File: src/rtl/toy_bus_arb_node_rr_ack_if.sv
// toy_bus_arb_node_rr_ack_if: ToyBusAck merge bundle (NUM_IN requesters in, one registered stream out)
interface toy_bus_arb_node_rr_ack_if #(
    parameter int NUM_IN = 2,
    parameter int DATA_W = 256,
    parameter int SB_W   = 32,
    parameter int ID_W   = 4
);
    localparam int IDX_W = $clog2(NUM_IN);
    logic [NUM_IN-1:0]        in_vld;
    logic [NUM_IN-1:0]        in_rdy;
    logic [NUM_IN-1:0]        in_opcode;
    logic [NUM_IN*DATA_W-1:0] in_data;
    logic [NUM_IN*SB_W-1:0]   in_sideband;
    logic [NUM_IN*ID_W-1:0]   in_src_id;
    logic [NUM_IN*ID_W-1:0]   in_tgt_id;
    logic                     out_vld;
    logic                     out_rdy;
    logic                     out_opcode;
    logic [DATA_W-1:0]        out_data;
    logic [SB_W-1:0]          out_sideband;
    logic [ID_W-1:0]          out_src_id;
    logic [ID_W-1:0]          out_tgt_id;
    logic [IDX_W-1:0]         grant_idx;
    modport master (
        output in_vld, in_opcode, in_data, in_sideband, in_src_id, in_tgt_id, out_rdy,
        input  in_rdy, out_vld, out_opcode, out_data, out_sideband, out_src_id, out_tgt_id, grant_idx
    );
    modport slave (
        input  in_vld, in_opcode, in_data, in_sideband, in_src_id, in_tgt_id, out_rdy,
        output in_rdy, out_vld, out_opcode, out_data, out_sideband, out_src_id, out_tgt_id, grant_idx
    );
endinterface

File: src/rtl/toy_bus_arb_node_rr_ack.sv
// toy_bus_arb_node_rr_ack: round-robin merge of NUM_IN ack streams into one registered output stage
module toy_bus_arb_node_rr_ack #(
    parameter int NUM_IN = 2,
    parameter int DATA_W = 256,
    parameter int SB_W   = 32,
    parameter int ID_W   = 4
) (
    input  logic clk,
    input  logic rst,
    toy_bus_arb_node_rr_ack_if.slave bus
);
    localparam int IDX_W = $clog2(NUM_IN);
    logic [NUM_IN-1:0] gnt;
    logic [IDX_W-1:0]  gnt_idx;
    logic [IDX_W-1:0]  rr_ptr;
    logic              load_en;
    logic              xfer;
    logic              found;
    logic              sel_opcode;
    logic [DATA_W-1:0] sel_data;
    logic [SB_W-1:0]   sel_sideband;
    logic [ID_W-1:0]   sel_src_id;
    logic [ID_W-1:0]   sel_tgt_id;
    assign load_en = !bus.out_vld || bus.out_rdy;
    assign bus.in_rdy = rst ? '0 : gnt & {NUM_IN{load_en}};
    assign xfer = |bus.in_rdy;
    // first valid input at or after rr_ptr, wrapping
    always_comb begin
        gnt = '0;
        gnt_idx = '0;
        found = 1'b0;
        for (int k = 0; k < NUM_IN; k++) begin
            int j;
            j = (int'(rr_ptr) + k) % NUM_IN;
            if (!found && bus.in_vld[IDX_W'(j)]) begin
                found = 1'b1;
                gnt[IDX_W'(j)] = 1'b1;
                gnt_idx = IDX_W'(j);
            end
        end
    end
    always_comb begin
        sel_opcode = 1'b0;
        sel_data = '0;
        sel_sideband = '0;
        sel_src_id = '0;
        sel_tgt_id = '0;
        for (int i = 0; i < NUM_IN; i++) begin
            if (gnt[i]) begin
                sel_opcode = bus.in_opcode[i];
                sel_data = bus.in_data[i*DATA_W +: DATA_W];
                sel_sideband = bus.in_sideband[i*SB_W +: SB_W];
                sel_src_id = bus.in_src_id[i*ID_W +: ID_W];
                sel_tgt_id = bus.in_tgt_id[i*ID_W +: ID_W];
            end
        end
    end
    always_ff @(posedge clk) begin
        if (rst) begin
            bus.out_vld <= 1'b0;
            bus.out_opcode <= 1'b0;
            bus.out_data <= '0;
            bus.out_sideband <= '0;
            bus.out_src_id <= '0;
            bus.out_tgt_id <= '0;
            bus.grant_idx <= '0;
            rr_ptr <= '0;
        end else if (xfer) begin
            bus.out_vld <= 1'b1;
            bus.out_opcode <= sel_opcode;
            bus.out_data <= sel_data;
            bus.out_sideband <= sel_sideband;
            bus.out_src_id <= sel_src_id;
            bus.out_tgt_id <= sel_tgt_id;
            bus.grant_idx <= gnt_idx;
            rr_ptr <= (gnt_idx == IDX_W'(NUM_IN-1)) ? '0 : gnt_idx + 1'b1;
        end else if (bus.out_rdy) begin
            bus.out_vld <= 1'b0;
        end
    end
endmodule

File: src/flat_wrapper.sv
// flat-port wrapper written by rule: the top's interface ports become plain ports
module toy_bus_arb_node_rr_ack_flat 
#(
    parameter int NUM_IN = 2,
    parameter int DATA_W = 256,
    parameter int SB_W   = 32,
    parameter int ID_W   = 4
)
  (clk, rst, bus_in_vld, bus_in_opcode, bus_in_data, bus_in_sideband, bus_in_src_id, bus_in_tgt_id, bus_out_rdy, bus_in_rdy, bus_out_vld, bus_out_opcode, bus_out_data, bus_out_sideband, bus_out_src_id, bus_out_tgt_id, bus_grant_idx);
  toy_bus_arb_node_rr_ack_if #(.NUM_IN(NUM_IN), .DATA_W(DATA_W), .SB_W(SB_W), .ID_W(ID_W)) bus_i ();
  input  logic clk;
  input  logic rst;
  input wire logic [$bits(bus_i.in_vld)-1:0] bus_in_vld;
  input wire logic [$bits(bus_i.in_opcode)-1:0] bus_in_opcode;
  input wire logic [$bits(bus_i.in_data)-1:0] bus_in_data;
  input wire logic [$bits(bus_i.in_sideband)-1:0] bus_in_sideband;
  input wire logic [$bits(bus_i.in_src_id)-1:0] bus_in_src_id;
  input wire logic [$bits(bus_i.in_tgt_id)-1:0] bus_in_tgt_id;
  input wire logic [$bits(bus_i.out_rdy)-1:0] bus_out_rdy;
  output wire logic [$bits(bus_i.in_rdy)-1:0] bus_in_rdy;
  output wire logic [$bits(bus_i.out_vld)-1:0] bus_out_vld;
  output wire logic [$bits(bus_i.out_opcode)-1:0] bus_out_opcode;
  output wire logic [$bits(bus_i.out_data)-1:0] bus_out_data;
  output wire logic [$bits(bus_i.out_sideband)-1:0] bus_out_sideband;
  output wire logic [$bits(bus_i.out_src_id)-1:0] bus_out_src_id;
  output wire logic [$bits(bus_i.out_tgt_id)-1:0] bus_out_tgt_id;
  output wire logic [$bits(bus_i.grant_idx)-1:0] bus_grant_idx;
  assign bus_i.in_vld = bus_in_vld;
  assign bus_i.in_opcode = bus_in_opcode;
  assign bus_i.in_data = bus_in_data;
  assign bus_i.in_sideband = bus_in_sideband;
  assign bus_i.in_src_id = bus_in_src_id;
  assign bus_i.in_tgt_id = bus_in_tgt_id;
  assign bus_i.out_rdy = bus_out_rdy;
  assign bus_in_rdy = bus_i.in_rdy;
  assign bus_out_vld = bus_i.out_vld;
  assign bus_out_opcode = bus_i.out_opcode;
  assign bus_out_data = bus_i.out_data;
  assign bus_out_sideband = bus_i.out_sideband;
  assign bus_out_src_id = bus_i.out_src_id;
  assign bus_out_tgt_id = bus_i.out_tgt_id;
  assign bus_grant_idx = bus_i.grant_idx;
  toy_bus_arb_node_rr_ack #(.NUM_IN(NUM_IN), .DATA_W(DATA_W), .SB_W(SB_W), .ID_W(ID_W)) u_core (.clk(clk), .rst(rst), .bus(bus_i));
endmodule
File: config.mk
export PLATFORM = sky130hd
export DESIGN_NAME = toy_bus_arb_node_rr_ack_flat
export DESIGN_NICKNAME = d
export VERILOG_FILES = /design/src/rtl/toy_bus_arb_node_rr_ack_if.sv /design/src/rtl/toy_bus_arb_node_rr_ack.sv /design/src/flat_wrapper.sv
export SDC_FILE = /design/constraint.sdc
export NUM_CORES = 1
export LEC_CHECK = 0
export BUFFER_PORTS_ARGS = -buffer_cell sky130_fd_sc_hd__buf_2
export CAP_MARGIN = 25
export CORE_AREA = 2 2 347 349
export CTS_CLUSTER_DIAMETER = 50
export DETAILED_ROUTE_END_ITERATION = 8
export DIE_AREA = 0 0 349 351
export PLACE_DENSITY = 0.37
export RECOVER_POWER = 25
export SYNTH_ARGS = -nofsm -noshare
export SYNTH_HDL_FRONTEND = slang
export SYNTH_SLANG_ARGS = --single-unit
File: constraint.sdc
create_clock -name clk -period 1.95 [get_ports clk]
set_input_delay 0 -clock clk [delete_from_list [all_inputs] [get_ports clk]]
set_output_delay 0 -clock clk [all_outputs]
set_load 0.005 [all_outputs]
==> metrics.md, run 1 <==
| Metric | Value |
|---|---|
| Cell row count | 127 |
| CP arrival | 1.79 ns |
| Worst Path Required | 1.95 ns |
| Tcrit/Tclk final | 91.9% |
| Lkg Pwr | 0.0102 µW |
| Total CTS buffers | 51 |
| IO buf count | 600 |
| Yosys warnings | 0 |
| DR vias | 10422 |
| Post-synth net total | 1570 |
| Final Util | 18.6% |
| Min cycle time layout | 1.79 ns |
| First-pass GRT wire length | 74500 µm |
| CTS tree | done |
| Fin nets | 2500 |
| Fmax | 0.558 GHz |
| Clock slew at reported path FFs | 0.05 ns |
| Total negative setup slack | 0 ns |
| Total Wirelength | 53300 µm |
| First DRT Iteration DRCs | 304 |
| Die Area | 122000 µm² |
| Initial Util | 10.5% |
| Setup CP Type | reg2out |
| Status | finished, final reports clean |
| ANT nets after route | 0 |
| Vias per inst | 2.98 |
| Seq cells post-synth | 300 |
| Maxcap violations | 0 |
| Final setup fails | 0 |
| DIE HEIGHT | 351 µm |
| Fill cells | 13222 |
| Max-slew violations | 0 |
| Clk sinks | 300 |
| Pre-CTS setup slack | 0.258 ns |
| Final Hold Fails | 0 |
| Kind of end point of the critical path | output port |
| Min-delay worst type | in2reg |
| Non-Filler Instances | 3496 |
| Average size of a mapped cell | 12.8 µm² |
| GPL Wtd Cong | 0.702 |
| Vias in the first global route | 10971 |
| Iteration count of the initial detailed-routing pass | 4 |
| Die X | 349 µm |
| Layout cell share with drive strength beyond 1 | 47.1% |
| Post-DP HPWL | 40300 µm |
| Startpoint types | register |
| Crit Path Max Fanout | 12 |
| Placed Cells incl. Taps | 3091 |
| IR drop worst, VDD | 0.527 mV |
| Mapped Cells | 971 |
| Antenna violations before repair | 4 |
| Largest net degree at the start of global routing | 73 |
| All-Layer GR Usage | 8.29% |
| Worst skew pair latency | 0.59 ns |
| Overflow after GRT | 0 |
| Final worst slack | 0.158 ns |
| Maximum clock insertion buffer count | 3 |
| Core Area | 119000 µm² |
| Clock skew | 0.00836 ns |
| Power Density | 848 nW/µm² |
| Cell Area, Synth | 12500 µm² |
| Clk Tree Root Cell | clkbuf_16 |
| WL/cell | 15.2 µm |
| # H-tree levels | 2 |
| # DRC | 0 |
| RSZ-0062 raised after global routing | no |
| IO Count | 900 |
| Area Overhead vs Synth | 77.9% |
| Post-synthesis sequential area ratio | 48.2% |
| Synth cell types | 15 |
## layout make-up
cell class / count / area (µm²) / share of cell area [%]
clock buffer: 72 / 1510 / 6.81
inverter: 1 / 3.75 / 0.0169
timing repair buffer: 945 / 6470 / 29.2
antenna: 12 / 30.0 / 0.136
clock inverter: 16 / 190 / 0.859
sequential: 300 / 6010 / 27.1
multi-input combinational: 602 / 6010 / 27.1
tap: 1548 / 1940 / 8.74
## cells in the final DEF (no fill, tap or decap), drive strengths merged
| cell | instances |
|---|---|
| buf | 530 |
| dlygate4sd3 | 301 |
| dfxtp | 300 |
| nor2b | 297 |
| mux2 | 297 |
| clkbuf | 184 |
| diode | 12 |
| clkinv | 10 |
| bufinv | 4 |
| a21oi | 2 |
| bufbuf | 2 |
| nor2 | 2 |
| inv | 2 |
| nand2b | 1 |
| nand3 | 1 |
| nor3b | 1 |
| conb | 1 |
| clkinvlp | 1 |
## kinds of logic (layout without fill, tap and decap cells)
group	Yosys count	after routing	synth area share, %
multiplexers	297	297	32.9
AND/OR/NAND/NOR	302	302	15.1
other	1	13	0.0301
buffers and inverters	69	1034	3.65
AO/OA/AOI/OAI	2	2	0.0804
flip-flops	300	300	48.2
## synthesized netlist by cell type
library cell,count,area [µm²]
mux2_2,97,1090
buf_4,4,30.0
inv_1,1,3.75
conb_1,1,3.75
mux2_4,200,3000
clkbuf_1,30,113
dfxtp_1,300,6010
buf_6,22,248
a21oi_1,2,10.0
nor2b_1,297,1860
nand2b_1,1,6.26
nor2_1,2,7.51
nor3b_1,1,7.51
buf_2,12,60.1
nand3_1,1,5.00
## worst max-delay path: stages, from the launching register on
cell      delay (ns)
dfxtp_1         0.32
nand2b_1        0.14
nand3_4         0.11
buf_16          0.18
buf_16          0.19
inv_2           0.09
buf_2           0.11
## state kept, by name, indices dropped and copies added (netlist names)
name and flops:
u_core.bus.out_data 256, u_core.bus.out_sideband 32, u_core.bus.out_src_id 4, u_core.bus.out_tgt_id 4, u_core.bus.grant_idx 1, u_core.bus.out_opcode 1, u_core.bus.out_vld 1, u_core.rr_ptr 1
## metrics by stage
stage / area (µm²) / hold WS, ns / total power (µW)
after floorplan: 12500 / 0.138 / 8110
after global placement: 17500 / 0.227 / 9410
after detailed placement: 17500 / 0.229 / 9390
after CTS: 22300 / 0.0862 / 19300
after global routing: 22100 / 0.119 / 19700
final: 22200 / 0.162 / 18800
## power breakdown
group	total (µW)	leakage (µW)	internal [µW]	switching, µW
sequential	6880	0.00247	6610	275
combinational	2830	0.00693	1740	1090
clock	9070	0.000842	5840	3240
total	18800	0.0102	14200	4610
## worst paths after layout
check,from,to,slack [ns],cells after the start
hold reg to reg,u_core.bus.grant_idx$_SDFFE_PP0P_,u_core.bus.grant_idx$_SDFFE_PP0P_,0.47,1
setup reg to reg,u_core.bus.out_vld$_SDFFE_PP0P_,u_core.bus.out_sideband[23]$_SDFFE_PP0P_,0.19,6
setup / recovery,u_core.bus.out_vld$_SDFFE_PP0P_,bus_in_rdy[0],0.16,6
hold / removal,bus_in_data[8],u_core.bus.out_data[8]$_SDFFE_PP0P_,0.16,3
## metal layers
metal	vias up	global-route usage (%)	part of all wire [%]
met1	4751	10.2	43
met4	0	3.30	3.3
met2	489	12.2	41
met5	-	0	0
met3	76	4.28	13
li1	5106	-	-
## repair_timing
action                                 in CTS  in global routing
resized for setup                           4                  0
hold buffers                              301                  0
endpoints found under the hold margin     299                  0
setup endpoints to repair                   1                  0
buffers inserted                            2                  0
Note: power is estimated with default switching activity, not from simulation.
==> run 2, diff against run 1 <==
- ABC_AREA: unset -> 1
- CORE_AREA: 2 2 347 349 -> 2 2 350 352
- DIE_AREA: 0 0 349 351 -> 0 0 352 354
- clock period: 1.95 -> 1.8 ns (I/O delays scaled with it)
==> run 2 against run 1 <==
Cell count rose by 29%; synthesized area is 1.2% higher; design area up 3.1%; non-clock buffer count rose by 38; sequential power up 6.5%; via count rose by 32%; clock-buffer cell count is 6 higher.
==> metrics.md, run 2 <==
| Metric | Value |
|---|---|
| Status | finished, final reports clean (unchanged) |
| Worst Path Required | 1.80 ns (was 1.95 ns) |
| Fin nets | 3444 (was 2500) |
| Overflow after GRT | 0 (unchanged) |
| Die Area | 125000 µm² (was 122000 µm²) |
| Mapped Cells | 1900 (was 971) |
| Yosys warnings | 0 (unchanged) |
| Min-delay worst type | in2reg (unchanged) |
| Seq cells post-synth | 300 (unchanged) |
| Synth area leaders | dfxtp_1 48%, inv_1 17%, o21ai_0 12%, nand2_1 8.9%, nor2_1 8.9% (was dfxtp_1 48%, mux2_4 24%, nor2b_1 15%, mux2_2 8.8%, buf_6 2.0%) |
| Tcrit/Tclk final | 91.6% |
| Synth cell types | 14 (was 15) |
| Max reg flops | 256 (unchanged) |
| Cell Area, Synth | 12600 µm² (was 12500 µm²) |
| Max-slew violations | 0 (unchanged) |
| Top_reg_cell synth | dfxtp_1 (unchanged) |
| Final Hold Fails | 0 (unchanged) |
| Layout cell share with drive strength beyond 1 | 24.2% (was 47.1%) |
| CP arrival | 1.65 ns (was 1.79 ns) |
| Die X | 352 µm (was 349 µm) |
| DIE HEIGHT | 354 µm (was 351 µm) |
| GPL Wtd Cong | 0.792 (was 0.702) |
| Crit-path cells | nor2_4 -> buf_4 -> nand3_4 -> buf_12 -> inv_1 -> buf_2 (was nand2b_1 -> nand3_4 -> buf_16 -> buf_16 -> inv_2 -> buf_2) |
| # DRC | 0 (unchanged) |
| Post-synthesis sequential area ratio | 47.7% (was 48.2%) |
| Initial Util | 10.4% (was 10.5%) |
| Hold path depth | 4 (was 3) |
| Total CTS buffers | 61 (was 51) |
| Clock skew | 0.0252 ns (was 0.00836 ns) |
| RSZ-0062 raised after global routing | no (unchanged) |
| All-Layer GR Usage | 8.68% (was 8.29%) |
| Final worst slack | 0.151 ns (was 0.158 ns) |
| Synth async-reset ratio | 0% (unchanged) |
| Maxcap violations | 0 (unchanged) |
| R2R Path End | u_core.bus.out_data[6]$_SDFFE_PP0P_ (was u_core.bus.out_sideband[23]$_SDFFE_PP0P_) |
| Vias in the first global route | 13740 (was 10971) |
| Crit Path Max Fanout | 15 (was 12) |
| R2R depth | 6 (unchanged) |
| Post-synth net total | 2499 (was 1570) |
| Core Area | 121000 µm² (was 119000 µm²) |
| Most frequent cells in the layout | 581 x inv_1, 493 x buf_2, 303 x dlygate4sd3_1 (was 486 x buf_2, 301 x dlygate4sd3_1, 300 x dfxtp_1) |
| ANT nets after route | 0 (unchanged) |
| Largest reg by FF count | u_core.bus.out_data (unchanged) |
| HP Start | bus_in_data[9] (was bus_in_data[8]) |
| Ant diodes | 0 (was 12) |
| Critical-path top delay cell | dfxtp_1 (unchanged) |
| Average size of a mapped cell | 6.63 µm² (was 12.8 µm²) |
| Hold worst-path end | u_core.bus.out_data[9]$_SDFFE_PP0P_ (was u_core.bus.out_data[8]$_SDFFE_PP0P_) |
| Most common cell after layout, fill and taps aside | inv_1 (was buf_2) |
| Maximum clock insertion buffer count | 3 (unchanged) |
| Vias per inst | 3.04 (was 2.98) |
| Pre-CTS setup slack | 0.0960 ns (was 0.258 ns) |
| IO buf count | 600 (unchanged) |
| Total negative setup slack | 0 ns (unchanged) |
| Post-synth EDFFs | 0 (unchanged) |
| Lkg Pwr | 0.0114 µW (was 0.0102 µW) |
| Reg2reg setup slack | 0.17 ns (was 0.19 ns) |
| Area Overhead vs Synth | 81.1% (was 77.9%) |
| IR drop worst, VDD | 0.639 mV (was 0.527 mV) |
| Kind of end point of the critical path | output port (unchanged) |
| IO Count | 900 (unchanged) |
| Min cycle time layout | 1.65 ns |
| Setup CP Type | reg2out (unchanged) |
| Total Wirelength | 55900 µm (was 53300 µm) |
| Worst r2r src | u_core.bus.out_vld$_SDFFE_PP0P_ (unchanged) |
| Synth top cells by count | 581 x inv_1, 300 x dfxtp_1, 299 x nand2_1 (was 300 x dfxtp_1, 297 x nor2b_1, 200 x mux2_4) |
| Most common cell in the synthesized netlist | inv_1 (was dfxtp_1) |
| Largest regs | u_core.bus.out_data x256, u_core.bus.out_sideband x32 (unchanged) |
| Power Density | 963 nW/µm² (was 848 nW/µm²) |
| Worst skew pair latency | 0.65 ns (was 0.59 ns) |
| Post-DP HPWL | 41100 µm (was 40300 µm) |
| Fmax | 0.606 GHz |
| Antenna violations before repair | 5 (was 4) |
| First-pass GRT wire length | 83100 µm (was 74500 µm) |
| First DRT Iteration DRCs | 575 (was 304) |
| Cell row count | 128 (was 127) |
| WL/cell | 12.4 µm (was 15.2 µm) |
| Share of the synthesized area in the top cell type | 47.7% (was 48.2%) |
| Clk sinks | 300 (unchanged) |
| Startpoint types | register (unchanged) |
| # H-tree levels | 2 (unchanged) |
| Clock slew at reported path FFs | 0.06 ns (was 0.05 ns) |
| Largest net degree at the start of global routing | 80 (was 73) |
| Iteration count of the initial detailed-routing pass | 5 (was 4) |
| CTS tree | done (unchanged) |
| Relative slew slack | 57.4% |
| Clk Tree Root Cell | clkbuf_16 (unchanged) |
| Crit-path max cell delay | 0.33 ns (was 0.32 ns) |
| Yosys top cell by area | dfxtp_1 (unchanged) |
| Actual slew at the worst max-slew pin | 0.639 ns |
| DR vias | 13716 (was 10422) |
| Final setup fails | 0 (unchanged) |
[run 2: worst max-delay path, delay by kind of cell, from the launching register on]
family	cells	cell delay, ns
buffers and inverters	4	0.46
DFF	1	0.33
and+or+nand+nor	2	0.19
[run 2: layout make-up]
cell class              instances  area, µm²
well taps                    1625       2030
multi-input cells             899       3780
inverters                     600       2260
clock inverters                34        352
clock buffers                  78       1690
fillers                     13832      98100
flip-flops and latches        300       6010
repair buffers                983       6710
[run 2: worst max path at each step]
stage	depth (start not counted)	to	slack [ns]	startpoint
6_report	6	bus_in_rdy[0]	0.15	u_core.rr_ptr$_SDFFE_PP0P_
5_1_grt	6	u_core.bus.out_src_id[1]$_SDFFE_PP0P_	0.02	u_core.bus.out_vld$_SDFFE_PP0P_
4_1_cts	6	u_core.bus.out_data[6]$_SDFFE_PP0P_	0.02	u_core.bus.out_vld$_SDFFE_PP0P_
3_5_place_dp	7	u_core.bus.out_data[246]$_SDFFE_PP0P_	0.1	u_core.rr_ptr$_SDFFE_PP0P_
3_3_place_gp	7	u_core.bus.out_data[246]$_SDFFE_PP0P_	0.11	u_core.rr_ptr$_SDFFE_PP0P_
2_1_floorplan	8	u_core.bus.out_data[235]$_SDFFE_PP0P_	0.64	u_core.bus.out_vld$_SDFFE_PP0P_
[run 2: through the flow]
step	utilization (%)	cell area, µm²	hold slack, ns	power, µW	cells
final	18.9	22800	0.146	22000	4519
after global placement	14.7	17800	0.250	10400	4101
after floorplan	-	12600	0.0691	8880	1900
after CTS	19.0	22900	0.0533	22500	4518
after detailed placement	14.7	17800	0.252	10400	4101
after global routing	18.9	22800	0.122	23200	4519
[run 2: repair_timing]
| action | CTS | global route |
|---|---|---|
| pin swaps | 1 | 1 |
| endpoints found under the setup margin | 1 | 5 |
| resized for setup | 1 | 5 |
| setup buffers | 1 | 0 |
| hold buffers | 303 | 0 |
| hold endpoints to repair | 299 | 0 |
| gates cloned | 1 | 1 |
[run 2: layer usage]
layer | GRT usage [%] | up-vias | wire (µm)
met5 | 0 | - | 9
li1 | - | 7275 | -
met3 | 3.89 | 89 | 5580
met1 | 10.6 | 5842 | 24900
met2 | 13.3 | 508 | 23600
met4 | 3.36 | 2 | 1760
[run 2: report_power, final]
group          internal, µW  leakage, µW  switching (µW)  total (µW)
Sequential             7110      0.00246             220        7330
Combinational          1620      0.00794            1780        3400
Clock                  7190     0.000994            4070       11300
Total                 15900       0.0114            6070       22000
[run 2: cells by family (layout without fill, tap and decap cells)]
group,Yosys count,in the layout,synth area share (%)
other,1,1,0.0298
AOI/OAI and AO/OA,299,299,11.9
DFF,300,300,47.7
buffers and inverters,701,1695,22.6
and+or+nand+nor,599,599,17.9
